<file path="src/rtl/uart_pkg.sv">
// Shared types and constants for the BLE command UART.
// Engine state encodings and frame geometry used by the wrapper and the bit engines.
package uart_pkg;

    typedef enum logic [1:0] {
        RX_IDLE,
        RX_START,
        RX_DATA,
        RX_STOP
    } rx_state_t;

    typedef enum logic {
        TX_IDLE,
        TX_SHIFT
    } tx_state_t;

    typedef enum logic [1:0] {
        ASM_B1,
        ASM_B2,
        ASM_B3
    } asm_state_t;

    localparam int FRAME_BYTES    = 3;
    localparam int BITS_PER_FRAME = 10;
    localparam int DEF_BAUD_DIV   = 2604;

endpackage

</file>
<file path="src/rtl/uart_trcv.sv">
// 8N1 receive and transmit bit engines with independent saturating baud counters.
// RX strobes (rx_vld/rx_ferr) are combinational and valid only in the stop-sample cycle.
module uart_trcv
    import uart_pkg::*;
#(
    parameter int BAUD_DIV = DEF_BAUD_DIV
) (
    input  logic       clk,
    input  logic       rst,
    input  logic       rx,
    output logic       rx_vld,
    output logic [7:0] rx_byte,
    output logic       rx_ferr,
    output logic       rx_busy,
    input  logic       trmt,
    input  logic [7:0] tx_byte,
    output logic       tx_done,
    output logic       tx
);

    localparam int CW = $clog2(BAUD_DIV);
    localparam logic [CW-1:0] FULL = CW'(BAUD_DIV - 1);
    localparam logic [CW-1:0] HALF = CW'(BAUD_DIV / 2 - 1);
    localparam logic [3:0]    LAST_BIT = 4'(BITS_PER_FRAME - 1);

    // ---------------- receive ----------------
    rx_state_t     rx_state, rx_next;
    logic [CW-1:0] rx_cnt;
    logic [2:0]    rx_bit;
    logic [7:0]    rx_shift;
    logic          rx_s1, rx_s2, rx_prev;
    logic          rx_fall, rx_half, rx_full;

    assign rx_fall = rx_prev & ~rx_s2;
    assign rx_half = (rx_cnt == HALF);
    assign rx_full = (rx_cnt == FULL);
    assign rx_byte = rx_shift;
    assign rx_busy = (rx_state != RX_IDLE);

    // Synchronizer and edge-detect history preset to the idle line level.
    always_ff @(posedge clk) begin
        if (rst) begin
            rx_s1   <= 1'b1;
            rx_s2   <= 1'b1;
            rx_prev <= 1'b1;
        end else begin
            rx_s1   <= rx;
            rx_s2   <= rx_s1;
            rx_prev <= rx_s2;
        end
    end

    always_ff @(posedge clk) begin
        if (rst) rx_state <= RX_IDLE;
        else     rx_state <= rx_next;
    end

    always_comb begin
        rx_next = rx_state;
        rx_vld  = 1'b0;
        rx_ferr = 1'b0;
        case (rx_state)
            RX_IDLE:  if (rx_fall) rx_next = RX_START;
            RX_START: if (rx_half) rx_next = rx_s2 ? RX_IDLE : RX_DATA;
            RX_DATA:  if (rx_full && rx_bit == 3'd7) rx_next = RX_STOP;
            RX_STOP: begin
                if (rx_full) begin
                    rx_next = RX_IDLE;
                    rx_vld  = rx_s2;
                    rx_ferr = ~rx_s2;
                end
            end
            default:  rx_next = RX_IDLE;
        endcase
    end

    always_ff @(posedge clk) begin
        if (rst) begin
            rx_cnt   <= '0;
            rx_bit   <= '0;
            rx_shift <= '0;
        end else begin
            if (rx_state != rx_next || (rx_state == RX_DATA && rx_full))
                rx_cnt <= '0;
            else if (!rx_full)
                rx_cnt <= rx_cnt + 1'b1;

            if (rx_state == RX_START)
                rx_bit <= '0;
            else if (rx_state == RX_DATA && rx_full) begin
                rx_bit   <= rx_bit + 1'b1;
                rx_shift <= {rx_s2, rx_shift[7:1]};
            end
        end
    end

    // ---------------- transmit ----------------
    tx_state_t     tx_state, tx_next;
    logic [CW-1:0] tx_cnt;
    logic [3:0]    tx_nbit;
    logic [9:0]    tx_shift;
    logic          tx_full, tx_load, tx_last;

    assign tx_full = (tx_cnt == FULL);
    assign tx      = tx_shift[0];

    always_ff @(posedge clk) begin
        if (rst) tx_state <= TX_IDLE;
        else     tx_state <= tx_next;
    end

    always_comb begin
        tx_next = tx_state;
        tx_load = 1'b0;
        tx_last = 1'b0;
        case (tx_state)
            TX_IDLE: begin
                if (trmt) begin
                    tx_next = TX_SHIFT;
                    tx_load = 1'b1;
                end
            end
            TX_SHIFT: begin
                if (tx_full && tx_nbit == LAST_BIT) begin
                    tx_next = TX_IDLE;
                    tx_last = 1'b1;
                end
            end
            default: tx_next = TX_IDLE;
        endcase
    end

    // Shifting in ones leaves the line high once the stop bit has gone out.
    always_ff @(posedge clk) begin
        if (rst) begin
            tx_shift <= '1;
            tx_cnt   <= '0;
            tx_nbit  <= '0;
            tx_done  <= 1'b0;
        end else begin
            tx_done <= tx_last;
            if (tx_load) begin
                tx_shift <= {1'b1, tx_byte, 1'b0};
                tx_cnt   <= '0;
                tx_nbit  <= '0;
            end else if (tx_state == TX_SHIFT) begin
                if (tx_full) begin
                    tx_shift <= {1'b1, tx_shift[9:1]};
                    tx_cnt   <= '0;
                    tx_nbit  <= tx_nbit + 1'b1;
                end else begin
                    tx_cnt <= tx_cnt + 1'b1;
                end
            end
        end
    end

endmodule

</file>
<file path="src/rtl/uart_cmd_wrapper.sv">
// BLE command front end: assembles 3-byte frames into cmd/data with a held ready flag
// and serializes single response bytes.
module uart_cmd_wrapper
    import uart_pkg::*;
#(
    parameter int BAUD_DIV    = DEF_BAUD_DIV,
    parameter int TIMEOUT_CYC = 1048576
) (
    input  logic        clk,
    input  logic        rst,
    input  logic        RX,
    output logic        TX,
    output logic [7:0]  cmd,
    output logic [15:0] data,
    output logic        cmd_rdy,
    input  logic        clr_cmd_rdy,
    input  logic [7:0]  resp,
    input  logic        send_resp,
    output logic        resp_sent
);

    localparam int IW = $clog2(TIMEOUT_CYC + 1);
    localparam logic [IW-1:0] TO_MAX = IW'(TIMEOUT_CYC);

    logic       rx_vld, rx_ferr, rx_busy;
    logic [7:0] rx_byte;

    uart_trcv #(.BAUD_DIV(BAUD_DIV)) u_trcv (
        .clk     (clk),
        .rst     (rst),
        .rx      (RX),
        .rx_vld  (rx_vld),
        .rx_byte (rx_byte),
        .rx_ferr (rx_ferr),
        .rx_busy (rx_busy),
        .trmt    (send_resp),
        .tx_byte (resp),
        .tx_done (resp_sent),
        .tx      (TX)
    );

    asm_state_t    asm_state, asm_next;
    logic [IW-1:0] idle_cnt;
    logic [7:0]    stage_cmd, stage_hi;
    logic          frame_done, timed_out;

    assign timed_out = (asm_state != ASM_B1) && (idle_cnt == TO_MAX);

    always_ff @(posedge clk) begin
        if (rst) asm_state <= ASM_B1;
        else     asm_state <= asm_next;
    end

    always_comb begin
        asm_next   = asm_state;
        frame_done = 1'b0;
        if (rx_ferr) begin
            asm_next = ASM_B1;
        end else if (rx_vld) begin
            case (asm_state)
                ASM_B1:  asm_next = ASM_B2;
                ASM_B2:  asm_next = ASM_B3;
                ASM_B3: begin
                    asm_next   = ASM_B1;
                    frame_done = 1'b1;
                end
                default: asm_next = ASM_B1;
            endcase
        end else if (timed_out) begin
            asm_next = ASM_B1;
        end
    end

    // Idle time only accrues between bytes; any byte in flight holds the counter at zero.
    always_ff @(posedge clk) begin
        if (rst || asm_state == ASM_B1 || rx_busy)
            idle_cnt <= '0;
        else if (idle_cnt != TO_MAX)
            idle_cnt <= idle_cnt + 1'b1;
    end

    always_ff @(posedge clk) begin
        if (rst) begin
            stage_cmd <= '0;
            stage_hi  <= '0;
        end else if (rx_vld) begin
            if (asm_state == ASM_B1) stage_cmd <= rx_byte;
            if (asm_state == ASM_B2) stage_hi  <= rx_byte;
        end
    end

    // Completion outranks a same-cycle clear so a fresh frame is never lost.
    always_ff @(posedge clk) begin
        if (rst) begin
            cmd     <= '0;
            data    <= '0;
            cmd_rdy <= 1'b0;
        end else if (frame_done) begin
            cmd     <= stage_cmd;
            data    <= {stage_hi, rx_byte};
            cmd_rdy <= 1'b1;
        end else if (clr_cmd_rdy) begin
            cmd_rdy <= 1'b0;
        end
    end

endmodule

</file>
<file path="config.mk">
export PLATFORM = sky130hd
export DESIGN_NAME = uart_cmd_wrapper
export DESIGN_NICKNAME = d
export VERILOG_FILES = /design/src/rtl/uart_pkg.sv /design/src/rtl/uart_trcv.sv /design/src/rtl/uart_cmd_wrapper.sv
export SDC_FILE = /design/constraint.sdc
export NUM_CORES = 1
export LEC_CHECK = 0
export CAP_MARGIN = 20
export CORE_ASPECT_RATIO = 1.1
export CORE_MARGIN = 5
export CORE_UTILIZATION = 40
export CTS_CLUSTER_DIAMETER = 150
export DETAILED_ROUTE_END_ITERATION = 8
export PLACE_DENSITY = 0.57
export SYNTH_ARGS = -nofsm -noshare
export SYNTH_HDL_FRONTEND = slang
export SYNTH_HIERARCHICAL = 1
export SYNTH_SLANG_ARGS = --single-unit
</file>
<file path="constraint.sdc">
create_clock -name clk -period 2.8 [get_ports clk]
set_clock_uncertainty 0.05 [all_clocks]
set_input_delay 0.56 -clock clk [delete_from_list [all_inputs] [get_ports clk]]
set_output_delay 0.56 -clock clk [all_outputs]
set_load 0.01 [all_outputs]
</file>
==> flow_summary.json <==
{
  "path_clk_slew_ns": 0.06,
  "critPathSlowestCell": "dfxtp_1",
  "cp_max_fo": 24,
  "die_x_um": 117,
  "synth_cell_types": 54,
  "synth_top_flop_cell": "dfxtp_1",
  "cts_tree": "done",
  "endpoint_kind": "flop",
  "power.switching_w": 0.000835,
  "ios": 40,
  "postCtsSetupRepairBufs": 0,
  "drive_above_1_share_pct": 9.25,
  "crit_required_ns": 3.08,
  "grt_use_total_pct": 15.0,
  "ys_seq_elements": 119,
  "routed-via-count": 4196,
  "synth_top_area_share_pct": 46.9,
  "antenna_found_initial": 0,
  "viasPerCell": 5.28,
  "worstMarginPinSlew_ns": 0.836,
  "netlist_top_cells_area": "dfxtp_1 47%, nand2_1 6.3%, nor2_1 5.1%",
  "fin_crit_sh_pct": 89.7,
  "clock_sinks": 119,
  "slew_viol_final": 0,
  "first_iter_violations": 216,
  "synthesis.area_sq_um": 5080,
  "synth_fp_nets": 609,
  "synthArstFlopShare_pct": 0,
  "max_freq_mhz": 398,
  "ctsResizeCount": 0,
  "start_kind": "flop",
  "clk_path_buf_depth": 2,
  "power_leakage_nw": 2.20,
  "drc": 0,
  "startpoint": "u_trcv/rx_cnt[0]$_SDFFE_PP0P_",
  "hold_buffers": 0,
  "die-area_sq_um": 15100,
  "pwr-share-clk_pct": 53.4,
  "ys_top_cells_by_count": "119 x dfxtp_1, 85 x nand2_1, 69 x nor2_1",
  "rsz0062_at_grt": "false",
  "final_hold_viol_count": 0,
  "grt_max_degree": 40,
  "nNetsFinal": 648,
  "synth-edff-count": 0,
  "dpl.cell_count": 764,
  "routed_wl_um": 11000,
  "setup-violations-final": 0,
  "start_util_pct": 40.5,
  "ir_drop_uv": 385,
  "synth_cells": 587,
  "gp_congestion": 0.798,
  "die_h_um": 128,
  "cap_violations": 0,
  "synth-seq-area-share_pct": 46.9,
  "crit_type": "reg -> reg",
  "switching_share_pct": 21.3,
  "synth_largest_area_cell": "dfxtp_1",
  "yosysMostFrequentCell": "dfxtp_1",
  "route.antenna.remaining_nets": 0,
  "seq_power_share_pct": 44.2,
  "hold_start": "u_trcv/rx_s1$_SDFF_PP1_",
  "firstDrtPassIters": 4,
  "syn_avg_cell_area_sq_um": 8.66,
  "outcome": "complete, no violations",
  "clkLatencyLatePin_ns": 0.41,
  "num-fill-cells": 1203,
  "grt_pass1_vias": 4043,
  "wire_per_inst_um": 13.8,
  "slew_headroom_pct": 43.9,
  "period_needed_ns": 2.51,
  "stdcell_count": 795,
  "power_frac_comb_pct": 2.4,
  "finish.utilization_pct": 49.5,
  "dp_hpwl_um": 7510,
  "htreeDepth": 4,
  "rows": 43,
  "syn_to_final_growth_pct": 22.2,
  "fin_tns_setup_ns": 0,
  "overflow": 0,
  "p_int_w": 0.00308,
  "core-area_sq_um": 12500,
  "powerDensity_nw_per_um2": 630,
  "crit_chain": "ha_1 > and4bb_2 > nand4_1 > nor3_1 > nor4bb_4 > buf_4 > nand2_1 > a21oi_1",
  "cts_root_buf": "clkbuf_16",
  "port_buffers": 39,
  "ff_latch_area_sq_um": 2380,
  "hp-class": "reg -> reg",
  "slowest_delay_ns": 0.41,
  "multiInputGateArea_sq_um": 2540,
  "grt_pass1_wl_um": 18900,
  "timing.rr.start": "u_trcv/rx_cnt[0]$_SDFFE_PP0P_",
  "cts-buffers-inserted": 17,
  "arrival_ns": 2.80,
  "diodes": 0,
  "ys_warn_count": 6
}
## worst max-delay path, delay by kind of cell (launching register included)
family	cells	cell delay, ns
compound gates	1	0.13
fa+ha+maj	1	0.26
buf+inv	1	0.30
flops	1	0.41
simple gates	5	1.28
## metal layers
metal	up-vias	global-route usage, %	routed length (um)
met1	1976	18.4	5190
met4	0	6.14	183
li1	2133	-	-
met3	17	4.46	357
met2	70	24.9	5270
met5	-	0	0
## final timing paths
kind                            cells after the start                       to  slack (ns)
worst max-delay path                                8      cmd[2]$_SDFFE_PP0P_        0.29
worst min-delay path                                1  u_trcv/rx_s2$_SDFF_PP1_        0.36
worst max register to register                      8      cmd[2]$_SDFFE_PP0P_        0.29
worst min register to register                      1  u_trcv/rx_s2$_SDFF_PP1_        0.36
## kinds of logic after synthesis
group	Yosys count	share of synthesized area [%]
muxes	24	4.78
adders and majority gates	9	2.22
DFF	119	46.9
AOI/OAI and AO/OA	79	9.04
and+or+nand+nor	281	28.1
xor gates and xnor gates	32	5.52
buffers and inverters	43	3.42
## area by class of cell
cell class                 instances  area share, %
inverter                          13          0.786
tap                              157           3.16
clock inverter                    12           2.10
clock buffer                      19           7.13
timing repair buffer              50           7.54
sequential                       119           38.4
multi-input combinational        425           40.9
## through the flow
stage | cell area (sq um) | power [W] | setup WS (ns) | hold WS [ns]
after floorplan | 5080 | 0.00182 | 0.333 | 0.339
after global placement | 5640 | 0.00185 | 0.429 | 0.343
after detailed placement | 5640 | 0.00186 | 0.286 | 0.348
after CTS | 6210 | 0.00396 | 0.276 | 0.362
after global routing | 6210 | 0.00407 | 0.0125 | 0.374
final | 6210 | 0.00391 | 0.289 | 0.362
## power groups by stage
stage / logic (W) / clock network [W] / registers (W)
6_report: 0.0000936 / 0.00209 / 0.00173
5_1_grt: 0.000104 / 0.00224 / 0.00173
4_1_cts: 0.0000946 / 0.00214 / 0.00173
3_5_place_dp: 0.0000942 / 0 / 0.00176
3_3_place_gp: 0.0000916 / 0 / 0.00176
2_1_floorplan: 0.0000617 / 0 / 0.00176
## placed cells by master, fill, tap and decap left out, drive strengths merged, types with 8 or more instances in the layout
| master | synthesis | routed |
|---|---|---|
| a21oi | 36 | 36 |
| a31oi | 12 | 12 |
| and3 | 8 | 8 |
| buf | 4 | 12 |
| clkbuf | 26 | 19 |
| clkdlybuf4s50 | 0 | 38 |
| clkinv | 0 | 8 |
| dfxtp | 119 | 119 |
| ha | 9 | 9 |
| inv | 13 | 13 |
| mux2i | 22 | 22 |
| nand2 | 85 | 85 |
| nand2b | 10 | 10 |
| nand3 | 20 | 20 |
| nand4 | 19 | 19 |
| nor2 | 69 | 69 |
| nor3 | 15 | 15 |
| nor4 | 8 | 8 |
| o21ai | 15 | 15 |
| or3 | 9 | 9 |
| xnor2 | 16 | 16 |
| xor2 | 16 | 16 |
## flip-flops by register name, indices dropped and copies added, names as in the netlist, 2 cells and up
name             flops
asm_state            2
u_trcv/rx_bit        3
u_trcv/tx_shift      9
u_trcv/rx_state      2
cmd                  8
u_trcv/rx_cnt       12
u_trcv/rx_byte       8
data                16
stage_hi             8
idle_cnt            21
u_trcv/tx_nbit       4
u_trcv/tx_cnt       12
stage_cmd            8
No activity file was read; power rests on OpenSTA's default activity.
